===== config.mk =====
export PLATFORM = sky130hd
export DESIGN_NAME = quad_dec
export DESIGN_NICKNAME = d
export VERILOG_FILES = /design/src/rtl/quad_dec.sv
export SDC_FILE = /design/constraint.sdc
export NUM_CORES = 1
export LEC_CHECK = 0
export ABC_CLOCK_PERIOD_IN_PS = 7200
export BUFFER_PORTS_ARGS = -buffer_cell sky130_fd_sc_hd__buf_2
export CAP_MARGIN = 20
export CORE_ASPECT_RATIO = 1.2
export CORE_UTILIZATION = 60
export DETAILED_ROUTE_END_ITERATION = 8
export GPL_TIMING_DRIVEN = 0
export PLACE_DENSITY = 0.94
export SYNTH_ARGS = -nofsm -noshare
export SYNTH_HDL_FRONTEND = slang
export SYNTH_SLANG_ARGS = --single-unit

===== constraint.sdc =====
create_clock -name i_clk -period 7.2 [get_ports i_clk]
set_input_delay 1.08 -clock i_clk [delete_from_list [all_inputs] [get_ports i_clk]]
set_output_delay 1.08 -clock i_clk [all_outputs]
set_load 0.05 [all_outputs]

===== src/rtl/quad_dec.sv =====
// quad_dec: quadrature decoder turning encoder phases A/B into step/direction pulses and a wrapping position count.
// Ports: i_clk clock, i_rstn sync active-low reset, i_a/i_b async encoder phases,
//        i_clr clears o_cnt, i_err_clr clears sticky o_err,
//        o_step one-cycle step pulse, o_ud last direction (1=up), o_cnt position, o_err illegal-transition flag.
// Build option: define QDEC_X1_EN for x1 decoding (only S10->S00 up and S00->S10 down step); default is x4.
module quad_dec #(
    parameter int CNT_W       = 16,
    parameter int SYNC_STAGES = 2,
    parameter int FILT_LEN    = 4
) (
    input  logic             i_clk,
    input  logic             i_rstn,
    input  logic             i_a,
    input  logic             i_b,
    input  logic             i_clr,
    input  logic             i_err_clr,
    output logic             o_step,
    output logic             o_ud,
    output logic [CNT_W-1:0] o_cnt,
    output logic             o_err
);
    localparam int FW = $clog2(FILT_LEN + 1);
    localparam logic [FW-1:0] FL = FW'(FILT_LEN);

    // low two bits of each phase state are the filtered {A,B}
    typedef enum logic [2:0] {
        S00  = 3'b000,
        S01  = 3'b001,
        S11  = 3'b011,
        S10  = 3'b010,
        INIT = 3'b100
    } state_t;

    state_t st, nxt;
    logic [SYNC_STAGES-1:0] sa, sb;
    logic [1:0] sy, f;
    logic [FW-1:0] fc [2];
    logic [FW-1:0] stab;
    logic step_n, ud_n, err_n, up;

    assign sy = {sa[SYNC_STAGES-1], sb[SYNC_STAGES-1]};

    // position of a phase pair along the up sequence 00,01,11,10
    function automatic logic [1:0] gidx(input logic [1:0] ab);
        return {ab[1], ab[1] ^ ab[0]};
    endfunction

    always_ff @(posedge i_clk) begin
        if (!i_rstn) begin
            sa    <= '0;
            sb    <= '0;
            f     <= '0;
            fc[0] <= '0;
            fc[1] <= '0;
            stab  <= '0;
        end else begin
            sa <= {sa[SYNC_STAGES-2:0], i_a};
            sb <= {sb[SYNC_STAGES-2:0], i_b};
            for (int i = 0; i < 2; i++) begin
                if (sy[i] == f[i])
                    fc[i] <= '0;
                else if (fc[i] == FL) begin
                    f[i]  <= sy[i];
                    fc[i] <= '0;
                end else
                    fc[i] <= fc[i] + 1'b1;
            end
            // cycles both filters have been settled; releases INIT
            stab <= (sy != f) ? '0 : (stab == FL) ? stab : stab + 1'b1;
        end
    end

    always_ff @(posedge i_clk) begin
        if (!i_rstn) begin
            st     <= INIT;
            o_step <= 1'b0;
            o_ud   <= 1'b1;
            o_cnt  <= '0;
            o_err  <= 1'b0;
        end else begin
            st     <= nxt;
            o_step <= step_n;
            o_ud   <= ud_n;
            o_cnt  <= i_clr ? '0 : step_n ? (ud_n ? o_cnt + 1'b1 : o_cnt - 1'b1) : o_cnt;
            o_err  <= err_n | (o_err & ~i_err_clr);
        end
    end

    always_comb begin
        nxt    = st;
        step_n = 1'b0;
        ud_n   = o_ud;
        err_n  = 1'b0;
        up     = gidx(f) == gidx(st[1:0]) + 2'd1;
        if (st == INIT) begin
            if (stab == FL) nxt = state_t'({1'b0, f});
        end else if (f != st[1:0]) begin
            nxt = state_t'({1'b0, f});
            if ((f ^ st[1:0]) == 2'b11)
                err_n = 1'b1;
            else begin
`ifdef QDEC_X1_EN
                step_n = (st == S10 && f == 2'b00) || (st == S00 && f == 2'b10);
`else
                step_n = 1'b1;
`endif
                ud_n = step_n ? up : o_ud;
            end
        end
    end
endmodule

==> results of run 1 <==
[state kept, by name, summed over array words and instances (netlist names)]
name	count
o_cnt	16
fc	6
st	3
stab	3
f	2
sa	2
sb	2
o_err	1
o_step	1
o_ud	1
[layer usage]
layer	global-route usage, %	vias to the layer above	wire length, um
met5	0	-	0
met4	14.33	0	92
met3	6.238	7	192
met2	47.92	42	2320
met1	27.08	864	1866
li1	-	922	-
[cell usage after synthesis (all sizes together) (6+ instances only)]
cell type   n  share of area, %
nand2      36               6.2
nor2b       7               2.0
nor2       18               3.1
edfxtp      6               8.3
dfxtp      31                29
mux2i      31                14
or3         7               2.3
inv        14               2.4
ha         11               6.4
nand2b     14               4.0
nor3        7               1.6
clkbuf      6               1.0
a21oi       6               1.6
nand3       9               2.1
[through the flow]
stage	cell area [um^2]	hold WS, ns
floorplan	2186	0.4119
global placement	2347	0.4159
detailed placement	2347	0.4327
CTS	2481	0.4514
global route	2481	0.4818
finish	2481	0.4460
[logic make-up after synthesis]
family / share of synthesized area [%]
flops: 36.95
simple gates: 29.33
compound gates: 5.196
mux: 14.32
other cells: 0.1730
fa+ha+maj: 6.351
xor+xnor: 3.233
buf+inv: 4.446
[worst max-delay path: stages (launching register included)]
cell	delay (ns)
dfxtp_1	0.31
clkbuf_1	0.23
xor2_1	0.30
inv_1	0.08
ha_1	0.20
a211oi_1	0.43
nor2_1	0.15
a21oi_2	0.47
xnor2_1	0.14
ha_1	0.30
or4_4	0.57
or3_1	0.31
mux2i_1	0.19
mux2i_1	0.19
[layout make-up]
type,count,area share (%)
multi-input combinational,195,51.94
sequential,37,32.27
timing repair buffer,23,4.639
clock buffer,5,2.774
clock inverter,3,2.622
inverter,14,2.118
tap,37,1.866
buffer,11,1.765
[power by group]
part           switching, mW  internal [mW]
sequential           0.00470          0.215
combinational         0.0201         0.0130
clock                 0.0787          0.138
[worst paths after layout]
kind	startpoint	end	slack, ns	cells after the start
worst max-delay path	f[1]$_SDFFE_PN0P_	o_cnt[8]$_SDFFE_PP0P_	3.26	13
worst min-delay path	sa[0]$_SDFF_PN0_	sa[1]$_SDFF_PN0_	0.45	1
worst max register to register	f[1]$_SDFFE_PN0P_	o_cnt[8]$_SDFFE_PP0P_	3.26	13
worst min register to register	sa[0]$_SDFF_PN0_	sa[1]$_SDFF_PN0_	0.45	1
==> flow_summary.ini, run 1 <==
[outcome]
status = finished, violations left
failed_checks = design-rule violations

[synth]
netlist_area_mm2 = 0.002167
synth_edf_count = 6
yosys_register_bits = 37
syn_avg_cell_area_um2 = 8.600
ys_types = 37
ys_warn_count = 0
yosysSeqAreaShare_pct = 36.95
netlist_instances = 252
async_flop_share_pct = 0
ys.flop_type = dfxtp_1

[timing]
fin_setup_tns_ns = 0
hold_viol_final = 0
fin_skew_ns = 0.006781
period_minus_slack_ns = 3.945
rsz0062_at_grt = no
relSlewSlack_pct = 50.21
fin_ws_ns = 3.255
tightest_slew_ns = 0.7280
fmax_mhz = 253.5
setup-violations-final = 0
slew_viol_final = 0
final.period_utilization_pct = 54.79

[floorplanning]
die-area_mm2 = 0.003857
die_h_um = 67.84
fp.coreArea_mm2 = 0.003396
rows = 23
die_x_um = 56.86
initial_core_util_pct = 63.82
io_pins = 25

[finish]
final_cell_mix = nand2_1 (36), mux2i_1 (31), dfxtp_1 (31)
regArea_um2 = 800.8
n_fill_cell = 271
antennaDiodeCount = 0
layout_commonest_cell = nand2_1
final_util_pct = 73.07
multi_input_area_mm2 = 0.001289
nNetsFinal = 304
area.growth.synth_to_final_pct = 14.49
layout.cells.non_filler = 325
drive_gt1_share_pct = 13.54

[clocking]
cts_root_buf = clkbuf_8
cts_hold_buf = 0
post_cts_buffers = 0
numClockSinks = 37
cts_tree = built
clkTransAtPathRegs_ns = 0.08
htree_levels = 2
cts_resized = 0
worstSkewPairLatency_ns = 0.30
clockBufferDepth = 2
cts_made_buffers = 5

[pwr]
p_leak_nw = 1.098
power.density_mw_per_mm2 = 189.2
finalPower_mw = 0.4694
irDropWorstVdd_v = 0.0001578

[global_routing]
grtUsageTotal_pct = 25.81
grt_start_max_net_pins = 13
grt_pass1_wl_mm = 7.610
antenna_found_initial = 0
grt_pass1_vias = 1801
gr-total-overflow = 0

[setup_path]
cp.arrival_ns = 4.18
worst-setup-path-type = reg -> reg
startpoint_type = flip-flop
critPathRequiredTime_ns = 7.43
worstPathMaxFanout = 7
critPathCaptureType = flip-flop

[placed_design]
portBuffers = 23
hpwl_mm = 3.040
gp_congestion = 0.9154
dpl.cell_count = 317
dp_slack_ns = 3.323

[detailed_routing]
drtPass1Iterations = 6
vias = 1835
drtIter0Drc = 76
wirelength_mm = 4.472
viasPerCell = 5.646
drc = 2
drtAntennaViolNets = 0
wl_per_cell_um = 13.76

[hold_path]
hold_class = reg -> reg

[job]
maxCapViolations = 0
Note: power is estimated with default switching activity, not from simulation.
==> run 2: changes to the inputs <==
Settings changed: ABC_CLOCK_PERIOD_IN_PS 7200 to 3600, CORE_UTILIZATION 60 to 52, PLACE_DENSITY 0.94 to 0.87.
Clock period 7.2 ns to 3.6 ns, I/O delays scaled along.
==> run 2 against run 1 <==
Net effect:
- the flow now finishes without violations
- cell count grew 6.5%
- register-to-register slack lost 3.0 ns
- sequential cell count is the same
- routed wire length shrank 4.3%
- via count shrank 0.54%
- first-iteration DRC count grew 20%
- largest power group unchanged
==> flow_summary.ini, run 2 (same netlist as run 1, synthesis figures left out) <==
[global_routing]
grt_pass1_wl_mm = 7.065
gr-total-overflow = 0
grt_start_max_net_pins = 13
grt_pass1_vias = 1639
grtUsageTotal_pct = 21.77
antenna_found_initial = 0

[placed_design]
place_area_mm2 = 0.002369
dpl.cell_count = 334
dp_slack_ns = -0.2647
hpwl_mm = 3.095
gp_congestion = 0.8957
portBuffers = 23

[finish]
top_register = o_cnt
nNetsFinal = 308
design_area_mm2 = 0.002516
area.growth.synth_to_final_pct = 16.11
layout.cells.non_filler = 346
layout_commonest_cell = nand2_1
drive_gt1_share_pct = 15.75
reg_top3 = o_cnt: 16 flops, fc: 6 flops
largest_register_ffs = 16
final_util_pct = 63.34
antennaDiodeCount = 0
final_cell_mix = nand2_1 (36), mux2i_1 (31), dfxtp_1 (31)

[clocking]
clockBufferDepth = 2
htree_levels = 2
numClockSinks = 37
cts_root_buf = clkbuf_8
cts_made_buffers = 5
clkTransAtPathRegs_ns = 0.08
cts_hold_buf = 0
cts_tree = built
worstSkewPairLatency_ns = 0.30

[setup_path]
cp.arrival_ns = 3.59
worst-setup-path-type = reg -> reg
worstPathMaxFanout = 7
startpoint_type = flip-flop
critPathCaptureType = flip-flop
critPathRequiredTime_ns = 3.83

[pwr]
p_leak_nw = 1.095
power.density_mw_per_mm2 = 315.9
irDropWorstVdd_v = 0.0002422
finalPower_mw = 0.7949

[detailed_routing]
wirelength_mm = 4.280
vias = 1825
wl_per_cell_um = 12.37
viasPerCell = 5.275
drtAntennaViolNets = 0
drtIter0Drc = 91
drtPass1Iterations = 5
drc = 0

[timing]
slew_viol_final = 0
relSlewSlack_pct = 56.75
final.period_utilization_pct = 93.20
fin_setup_tns_ns = 0
hold_viol_final = 0
fmax_mhz = 298.1
rsz0062_at_grt = no
period_minus_slack_ns = 3.355
setup-violations-final = 0
fin_skew_ns = 0.009669
tightest_slew_ns = 0.6324
holdWs_ns = 0.4403
fin_ws_ns = 0.2450

[outcome]
status = finished clean

[floorplanning]
die_h_um = 72.72
io_pins = 25
initial_core_util_pct = 54.55
die-area_mm2 = 0.004431
fp.coreArea_mm2 = 0.003973
rows = 25
die_x_um = 60.93

[job]
maxCapViolations = 0

[hold_path]
hold_class = reg -> reg
==> run 2: cell count changes in the layout (fill, tap and decap cells not counted), sizes merged <==
cell	change
buf	+5
bufinv	-2
clkbuf	-1
clkinv	+1
clkinvlp	+1
==> run 2: worst paths after layout <==
kind / start / end / slack [ns] / depth (start not counted)
worst min-delay path: sb[0]$_SDFF_PN0_ / sb[1]$_SDFF_PN0_ / 0.44 / 1
worst max register to register: f[0]$_SDFFE_PN0P_ / o_cnt[8]$_SDFFE_PP0P_ / 0.24 / 12
worst min register to register: sb[0]$_SDFF_PN0_ / sb[1]$_SDFF_PN0_ / 0.44 / 1
worst max-delay path: f[0]$_SDFFE_PN0P_ / o_cnt[8]$_SDFFE_PP0P_ / 0.24 / 12
==> run 2: power by group <==
part | total [mW] | internal (mW) | switching (mW) | leakage (nW)
registers | 0.441 | 0.431 | 0.0103 | 0.313
clock network | 0.287 | 0.134 | 0.154 | 0.0439
logic | 0.0667 | 0.0277 | 0.0390 | 0.738
total | 0.795 | 0.592 | 0.203 | 1.10
==> run 2: final cells by class <==
| cell class | count | area [um^2] |
|---|---|---|
| inverter | 14 | 52.55 |
| clock inverter | 3 | 17.52 |
| buffer | 10 | 40.04 |
| sequential | 37 | 800.8 |
| multi-input combinational | 195 | 1316 |
| clock buffer | 5 | 68.82 |
| fill | 365 | 1456 |
| tap | 54 | 67.56 |
| timing repair buffer | 28 | 152.6 |
==> run 2: metal layers <==
metal	up-vias	track usage (%)	part of all wire, %
met2	42	37.97	52
met5	-	0	0
met4	0	10.61	2.3
met1	844	23.77	41
met3	9	5.851	4.1
li1	930	-	-
==> run 2: timing repair <==
item                       in CTS  in global routing
resized for setup               3                  1
setup endpoints to repair       3                  3
setup buffers                   0                  5
pin swaps                       0                  0
==> run 2: critical path, stage by stage, from the launching register on <==
cell	delay (ns)
dfxtp_1	0.45
xnor2_1	0.18
inv_1	0.10
ha_1	0.23
a211oi_4	0.32
nor2_1	0.15
a21oi_4	0.22
xnor2_1	0.10
ha_1	0.26
or4_4	0.56
or3_1	0.32
mux2i_1	0.18
mux2i_1	0.20
==> run 3: changes to the inputs <==
Settings changed: CORE_ASPECT_RATIO 1.2 to 1.4, CORE_MARGIN from default to 1.5.
==> run 3 against run 2 <==
Net effect:
- power increased by 17%
- via count increased by 1.0%
- combinational power hardly changed
- routed wire length grew 4.5%
- critical path depth is the same
- cell count is 4.3% lower
==> flow_summary.ini, run 3 (same netlist as run 1, synthesis figures left out) <==
[global_routing]
grt_pass1_wl_mm = 7.569
gr-total-overflow = 0
antenna_found_initial = 0
grtUsageTotal_pct = 21.01
grt_pass1_vias = 1806
grt_start_max_net_pins = 13

[placed_design]
gp_congestion = 0.9146
hpwl_mm = 3.235
portBuffers = 23
dpl.cell_count = 323
place_area_mm2 = 0.002355

[outcome]
status = finished clean

[clocking]
cts_root_buf = clkbuf_8
worstSkewPairLatency_ns = 0.29
htree_levels = 2
clockBufferDepth = 2
cts_tree = built
cts_made_buffers = 5
numClockSinks = 37
clkTransAtPathRegs_ns = 0.08
cts_hold_buf = 0

[finish]
nNetsFinal = 304
design_area_mm2 = 0.002527
largest_register_ffs = 16
antennaDiodeCount = 0
area.growth.synth_to_final_pct = 16.63
top_register = o_cnt
final_cell_mix = nand2_1 (36), mux2i_1 (31), dfxtp_1 (31)
layout.cells.non_filler = 331
drive_gt1_share_pct = 14.93
final_util_pct = 63.94
layout_commonest_cell = nand2_1
reg_top3 = o_cnt: 16 flops, fc: 6 flops

[timing]
final.period_utilization_pct = 93.16
fmax_mhz = 298.2
period_minus_slack_ns = 3.354
fin_skew_ns = 0.009132
tightest_slew_ns = 0.7040
relSlewSlack_pct = 51.85
setup-violations-final = 0
rsz0062_at_grt = no
slew_viol_final = 0
hold_viol_final = 0

[pwr]
p_leak_nw = 1.104
power.density_mw_per_mm2 = 369.5
finalPower_mw = 0.9340
irDropWorstVdd_v = 0.0005069

[detailed_routing]
wl_met2_mm = 2.523
vias = 1844
drt-met1-wl_mm = 1.695
viasPerCell = 5.571
drc = 0
wl_per_cell_um = 13.51
drtPass1Iterations = 4
drtAntennaViolNets = 0
wirelength_mm = 4.471
top_layer = met4
wl_met3_um = 166
drtIter0Drc = 69

[setup_path]
startpoint_type = flip-flop
worstPathMaxFanout = 7
cp_slowest_cell = or4_4
critPathCaptureType = flip-flop
cp.arrival_ns = 3.58
slowest_delay_ns = 0.57
worst-path-buf-inv = 1
crit_chain = xnor2_2, inv_1, ha_1, a211oi_4, nor2_1, a21oi_4, xnor2_1, ha_1, or4_4, or3_1, mux2i_1, mux2i_1
critPathRequiredTime_ns = 3.82
worst-setup-path-type = reg -> reg
path_delay_family = simple AND/OR/NAND/NOR gates

[floorplanning]
fp.coreArea_mm2 = 0.003953
die_x_um = 57.56
rows = 27
io_pins = 25
die_h_um = 79.39
initial_core_util_pct = 54.83
die-area_mm2 = 0.004569

[job]
maxCapViolations = 0

[hold_path]
hold_class = reg -> reg
run 3: layout make-up:
type	count	area (um^2)
sequential	37	800.8
timing repair buffer	24	122.6
clock inverter	3	65.06
clock buffer	5	68.82
buffer	10	40.04
inverter	14	52.55
multi-input combinational	195	1324
fill	335	1425
tap	43	53.80
run 3: worst paths after layout:
kind,startpoint,endpoint,slack [ns],cells past startpoint
worst min-delay path,sa[0]$_SDFF_PN0_,sa[1]$_SDFF_PN0_,0.45,1
worst max-delay path,f[0]$_SDFFE_PN0P_,o_cnt[8]$_SDFFE_PP0P_,0.25,12
worst max register to register,f[0]$_SDFFE_PN0P_,o_cnt[8]$_SDFFE_PP0P_,0.25,12
worst min register to register,sa[0]$_SDFF_PN0_,sa[1]$_SDFF_PN0_,0.45,1
run 3: per-stage QoR:
stage	setup TNS, ns	hold slack, ns	setup slack [ns]
floorplan	0	0.4119	0.1707
global placement	-0.1527	0.4167	-0.1527
detailed placement	-0.3447	0.4354	-0.2422
CTS	0	0.4572	0.1143
global route	0	0.4548	0.03489
finish	0	0.4502	0.2464
run 3: worst reg2reg max path, delay by kind of cell (launching register included):
kind            cells  cell delay [ns]
simple gates        3             1.06
fa+ha+maj           2             0.52
compound gates      2             0.52
flops               1             0.48
mux                 2             0.38
xor+xnor            2             0.25
buf+inv             1             0.08
run 3: layer usage:
metal	up-vias	track usage [%]
met4	0	11.40
met5	-	0
met1	868	20.59
met2	39	39.55
li1	927	-
met3	10	4.538
run 3: repair_timing:
action | in CTS | in global routing
hold endpoints to repair | 0 | 0
setup endpoints to repair | 3 | 2
buffers inserted | 1 | 0
pin swaps | 0 | 0
gates resized for setup | 2 | 3
run 3: power breakdown:
part	internal, mW	leakage (nW)	switching, mW
Sequential	0.431	0.313	0.0110
Clock	0.275	0.0681	0.151
Combinational	0.0267	0.722	0.0397
